===== src/rtl/dispatch_credit_ctrl.sv =====
// Free-entry credit tracking for the ROB and the ALU/Branch/LSU reservation stations,
// with a programmable post-flush quiet period. Every output decodes registered state only.

module credit_counter #(
    parameter int DEPTH = 8
) (
    input  logic                         clk,
    input  logic                         reset,
    input  logic                         clear,
    input  logic                         frozen,
    input  logic                         alloc,
    input  logic                         ret,
    output logic [$clog2(DEPTH+1)-1:0]   free,
    output logic                         err
);
    localparam int W = $clog2(DEPTH + 1);
    localparam logic [W-1:0] FULL_CNT = W'(DEPTH);

    logic underflow;
    logic overflow;

    assign underflow = alloc && !ret && (free == '0);
    assign overflow  = ret && !alloc && (free == FULL_CNT);
    // Bad credit traffic is only meaningful while running; a flush cycle discards everything.
    assign err       = !clear && !frozen && (underflow || overflow);

    always_ff @(posedge clk) begin
        if (reset || clear) begin
            free <= FULL_CNT;
        end else if (!frozen && (alloc != ret) && !underflow && !overflow) begin
            free <= alloc ? free - 1'b1 : free + 1'b1;
        end
    end
endmodule

module dispatch_credit_ctrl #(
    parameter int ROB_DEPTH    = 16,
    parameter int ALU_RS_DEPTH = 8,
    parameter int BR_RS_DEPTH  = 4,
    parameter int LSU_RS_DEPTH = 8,
    parameter int FLUSH_CYCLES = 2
) (
    input  logic                                clk,
    input  logic                                reset,
    input  logic                                rob_alloc,
    input  logic                                alu_rs_alloc,
    input  logic                                branch_rs_alloc,
    input  logic                                lsu_rs_alloc,
    input  logic                                rob_retire,
    input  logic                                alu_issue,
    input  logic                                branch_issue,
    input  logic                                lsu_issue,
    input  logic                                flush,
    output logic                                rob_full,
    output logic                                alu_rs_full,
    output logic                                branch_rs_full,
    output logic                                lsu_rs_full,
    output logic [$clog2(ROB_DEPTH+1)-1:0]      rob_free,
    output logic [$clog2(ALU_RS_DEPTH+1)-1:0]   alu_rs_free,
    output logic [$clog2(BR_RS_DEPTH+1)-1:0]    branch_rs_free,
    output logic [$clog2(LSU_RS_DEPTH+1)-1:0]   lsu_rs_free,
    output logic                                busy_flush,
    output logic                                credit_err
);
    localparam int QW = $clog2(FLUSH_CYCLES + 1);
    localparam logic [0:0] S_RUN   = 1'b0;
    localparam logic [0:0] S_FLUSH = 1'b1;

    logic [0:0]    state;
    logic [QW-1:0] qcnt;
    logic          frozen;
    logic          rob_err;
    logic          alu_err;
    logic          br_err;
    logic          lsu_err;
    logic          flush_alloc_err;

    assign frozen = (state == S_FLUSH);

    credit_counter #(.DEPTH(ROB_DEPTH)) u_rob (
        .clk(clk), .reset(reset), .clear(flush), .frozen(frozen),
        .alloc(rob_alloc), .ret(rob_retire), .free(rob_free), .err(rob_err)
    );

    credit_counter #(.DEPTH(ALU_RS_DEPTH)) u_alu (
        .clk(clk), .reset(reset), .clear(flush), .frozen(frozen),
        .alloc(alu_rs_alloc), .ret(alu_issue), .free(alu_rs_free), .err(alu_err)
    );

    credit_counter #(.DEPTH(BR_RS_DEPTH)) u_br (
        .clk(clk), .reset(reset), .clear(flush), .frozen(frozen),
        .alloc(branch_rs_alloc), .ret(branch_issue), .free(branch_rs_free), .err(br_err)
    );

    credit_counter #(.DEPTH(LSU_RS_DEPTH)) u_lsu (
        .clk(clk), .reset(reset), .clear(flush), .frozen(frozen),
        .alloc(lsu_rs_alloc), .ret(lsu_issue), .free(lsu_rs_free), .err(lsu_err)
    );

    // Dispatch must stay quiet during the flush window; any alloc there is a protocol error.
    assign flush_alloc_err = frozen && !flush &&
                             (rob_alloc || alu_rs_alloc || branch_rs_alloc || lsu_rs_alloc);

    always_ff @(posedge clk) begin
        if (reset) begin
            state      <= S_RUN;
            qcnt       <= '0;
            credit_err <= 1'b0;
        end else begin
            if (flush) begin
                state <= S_FLUSH;
                qcnt  <= QW'(FLUSH_CYCLES);
            end else if (state == S_FLUSH) begin
                qcnt <= qcnt - 1'b1;
                if (qcnt == QW'(1)) begin
                    state <= S_RUN;
                end
            end
            if (rob_err || alu_err || br_err || lsu_err || flush_alloc_err) begin
                credit_err <= 1'b1;
            end
        end
    end

    assign busy_flush     = frozen;
    assign rob_full       = (rob_free == '0) || frozen;
    assign alu_rs_full    = (alu_rs_free == '0) || frozen;
    assign branch_rs_full = (branch_rs_free == '0) || frozen;
    assign lsu_rs_full    = (lsu_rs_free == '0) || frozen;
endmodule

===== config.mk =====
export PLATFORM = sky130hd
export DESIGN_NAME = dispatch_credit_ctrl
export DESIGN_NICKNAME = d
export VERILOG_FILES = /design/src/rtl/dispatch_credit_ctrl.sv
export SDC_FILE = /design/constraint.sdc
export NUM_CORES = 1
export LEC_CHECK = 0
export CAP_MARGIN = 20
export CORE_MARGIN = 2
export CORE_UTILIZATION = 44
export DETAILED_ROUTE_END_ITERATION = 6
export HOLD_SLACK_MARGIN = 0.05
export PLACE_DENSITY = 0.72
export SLEW_MARGIN = 20
export SYNTH_ARGS = -nofsm -noshare
export SYNTH_HDL_FRONTEND = slang
export SYNTH_SLANG_ARGS = --single-unit

===== constraint.sdc =====
create_clock -name clk -period 2.25 [get_ports clk]
set_clock_uncertainty 0.05 [all_clocks]
set_input_delay 0.45 -clock clk [delete_from_list [all_inputs] [get_ports clk]]
set_output_delay 0.45 -clock clk [all_outputs]
set_load 0.005 [all_outputs]

==> impl_results.md <==
- Die Ht: 59.6 µm
- H-tree Lvls: 1
- Worst min path class: reg -> reg
- Period minus WS final: 2.19 ns
- Critical path, cell by cell: or3_4 -> o21bai_1 -> clkdlybuf4s50_1
- Top FF cell, synth: dfxtp_1
- Rows: 20
- Worst setup EP type: primary output
- CP top delay family: buffers and inverters
- Post-synth EDFFs: 0
- Mapped Cells: 151
- Slew Limit Fails: 0
- Final hold slack: 0.447 ns
- Buffers on Ports: 32
- CP startpoint kind: register
- First-pass iteration count of the detailed router: 4
- Net Count, Synth: 182
- Sink Count: 20
- Ant diodes: 0
- RSZ-0062 raised after global routing: no
- Post-Route WL: 3360 µm
- I/O Pins: 33
- Synth warn: 0
- Worst vdd ir: 0.426 mV
- TritonCTS clock tree: done
- Dpl cells: 231
- Clk_lat worst skew: 0.31 ns
- Final hold violation count: 0
- Worst Path Max Fanout: 4
- DP Worst Slack: -0.237 ns
- Final Setup Violations: 0
- Rel. slew slack: 64.5%
- Wirelength per Cell: 14.2 µm
- Initial Util: 45.3%
- Layout Cells excl Fill: 236
- Final net count: 235
- Max stage delay cell, worst path: clkdlybuf4s50_1
- Fmax: 456 MHz
- Final worst-path cycle share: 97.5%
- Post-Syn Area: 0.00136 mm²
- Cts bufs inserted: 3
- CP peak stage delay: 0.51 ns
- Final ANT Viol Nets: 0
- Status: finished clean
- Worst setup margin: 0.0562 ns
- Placed Instance Area: 0.00185 mm²
- Yosys reg bits: 20
- Pin count of the biggest net entering global routing: 15
- Vias: 1261
- Synthesized area per cell: 9.01 µm²
- Vias in the first global route: 1333
- Root buffer cell: clkbuf_4
- All-Layer GR Usage: 22.0%
- Grt ovf: 0
- Leak: 0.869 nW
- Sequential share of the synthesized area: 29.4%
- Area delta synth->final: 40.1%
- CTS Buffer Depth: 2
- First-pass GRT wire length: 5800 µm
- Worst-Margin Slew: 0.531 ns
- Asr flop ratio synth: 0%
- CTS clk-pin slew, worst paths: 0.12 ns
- Drt drc: 0
- Horiz. Die Dim: 59.6 µm
- Final Util: 63.5%
- Pwr/cell area: 480 mW/mm²
- Final Instance Area: 0.00191 mm²
- Via density: 5.34
- Routability Congestion: 0.833
- DP Wirelength: 2700 µm
- CP Buf/Inv Count: 1
- Core ar.: 0.00300 mm²
- Max_cap viols: 0
- Drt first-iter violations: 76
- CP arrival: 1.69 ns
- Die Area: 0.00355 mm²
- Initial antenna violation count: 0
- Req. time, crit path: 1.75 ns
- CP Class: reg -> out
- Yosys cell types: 29
- Proportion of layout cells with a drive suffix above 1: 18.2%
## area by class of cell
type / count / area (µm²)
multi-input combinational: 111 / 895
inverter: 17 / 63.8
fill: 268 / 1100
tap: 33 / 41.3
clock buffer: 4 / 36.3
timing repair buffer: 51 / 464
sequential: 20 / 405
## worst min-delay path: stages, from the launching register on
cell and delay, ns:
dfxtp_1 0.34, inv_1 0.05, o22ai_1 0.07
## timing repair
item / CTS / global route
endpoints found under the setup margin: 3 / 2
setup buffers: 1 / 0
hold buffers: 0 / 0
pin swaps: 1 / 0
resized for setup: 5 / 2
## flip-flops by register name, summed over array words and instances (netlist names)
register / cells
credit_err: 1
u_alu.free: 4
qcnt: 2
u_rob.free: 5
busy_flush: 1
u_lsu.free: 4
u_br.free: 3
## cells in the final DEF, fill, tap and decap left out, types with 2 or more instances in the layout
master and n:
clkbuf_4 3, clkdlybuf4s50_1 30, fa_1 4, o21bai_1 4
ha_1 16, nor2_1 23, xor2_1 4, dfxtp_1 18
inv_1 17, nand3_1 7, and3_1 3, mux2_2 3
mux2i_1 8, or4_1 3, o21ai_2 2, buf_4 19
o31ai_1 4, xnor2_1 7, a21oi_1 8, o22ai_1 2
or3_4 2, or2_2 2
## cells by family (layout without fill, tap and decap cells)
| logic type | count (synthesis) | count (layout) | share of synthesized area [%] |
|---|---|---|---|
| simple gates | 43 | 43 | 15.4 |
| compound gates | 26 | 26 | 13.6 |
| fa+ha+maj | 20 | 20 | 20.6 |
| flops | 20 | 20 | 29.4 |
| buf+inv | 20 | 72 | 5.52 |
| xor+xnor | 11 | 11 | 7.08 |
| mux | 11 | 11 | 8.37 |
## cell usage after synthesis (3+ instances only)
cell type	instances	share of area, %
nor2_1	23	6.3
dfxtp_1	20	29
inv_1	17	4.7
ha_1	16	15
a21oi_1	8	2.9
mux2i_1	8	5.9
nand3_1	7	2.6
xnor2_1	7	4.5
fa_1	4	5.9
o21bai_1	4	2.2
o31ai_1	4	2.2
xor2_1	4	2.6
and3_1	3	1.4
clkbuf_1	3	0.83
mux2_2	3	2.5
or4_1	3	1.7
## final timing paths
path                        end     startpoint  depth (start not counted)  slack (ns)
hold reg to reg      credit_err     credit_err                          2        0.45
setup / recovery    alu_rs_full  u_alu.free[0]                          3        0.06
hold / removal       credit_err     credit_err                          2        0.45
setup reg to reg  u_rob.free[4]  u_rob.free[0]                          6        0.44
## per-stage QoR
step	power, W	TNS (ns)
after CTS	0.000920	0
final	0.000914	0
after global routing	0.000970	0
after floorplan	0.000557	0
after global placement	0.000685	-0.136
after detailed placement	0.000700	-0.640
## power by group
group	internal (W)	leakage, nW	switching (W)
clock	0.0000988	0.0210	0.000117
combinational	0.000171	0.684	0.000133
sequential	0.000373	0.165	0.0000210
## metal layers
| layer | wire (µm) | track usage, % | up-vias |
|---|---|---|---|
| met3 | 131 | 4.37 | 6 |
| met2 | 1780 | 40.7 | 33 |
| li1 | - | - | 623 |
| met1 | 1390 | 23.9 | 599 |
| met4 | 57 | 9.52 | 0 |
| met5 | 0 | 0 | - |
(Power assumes the default switching activity.)
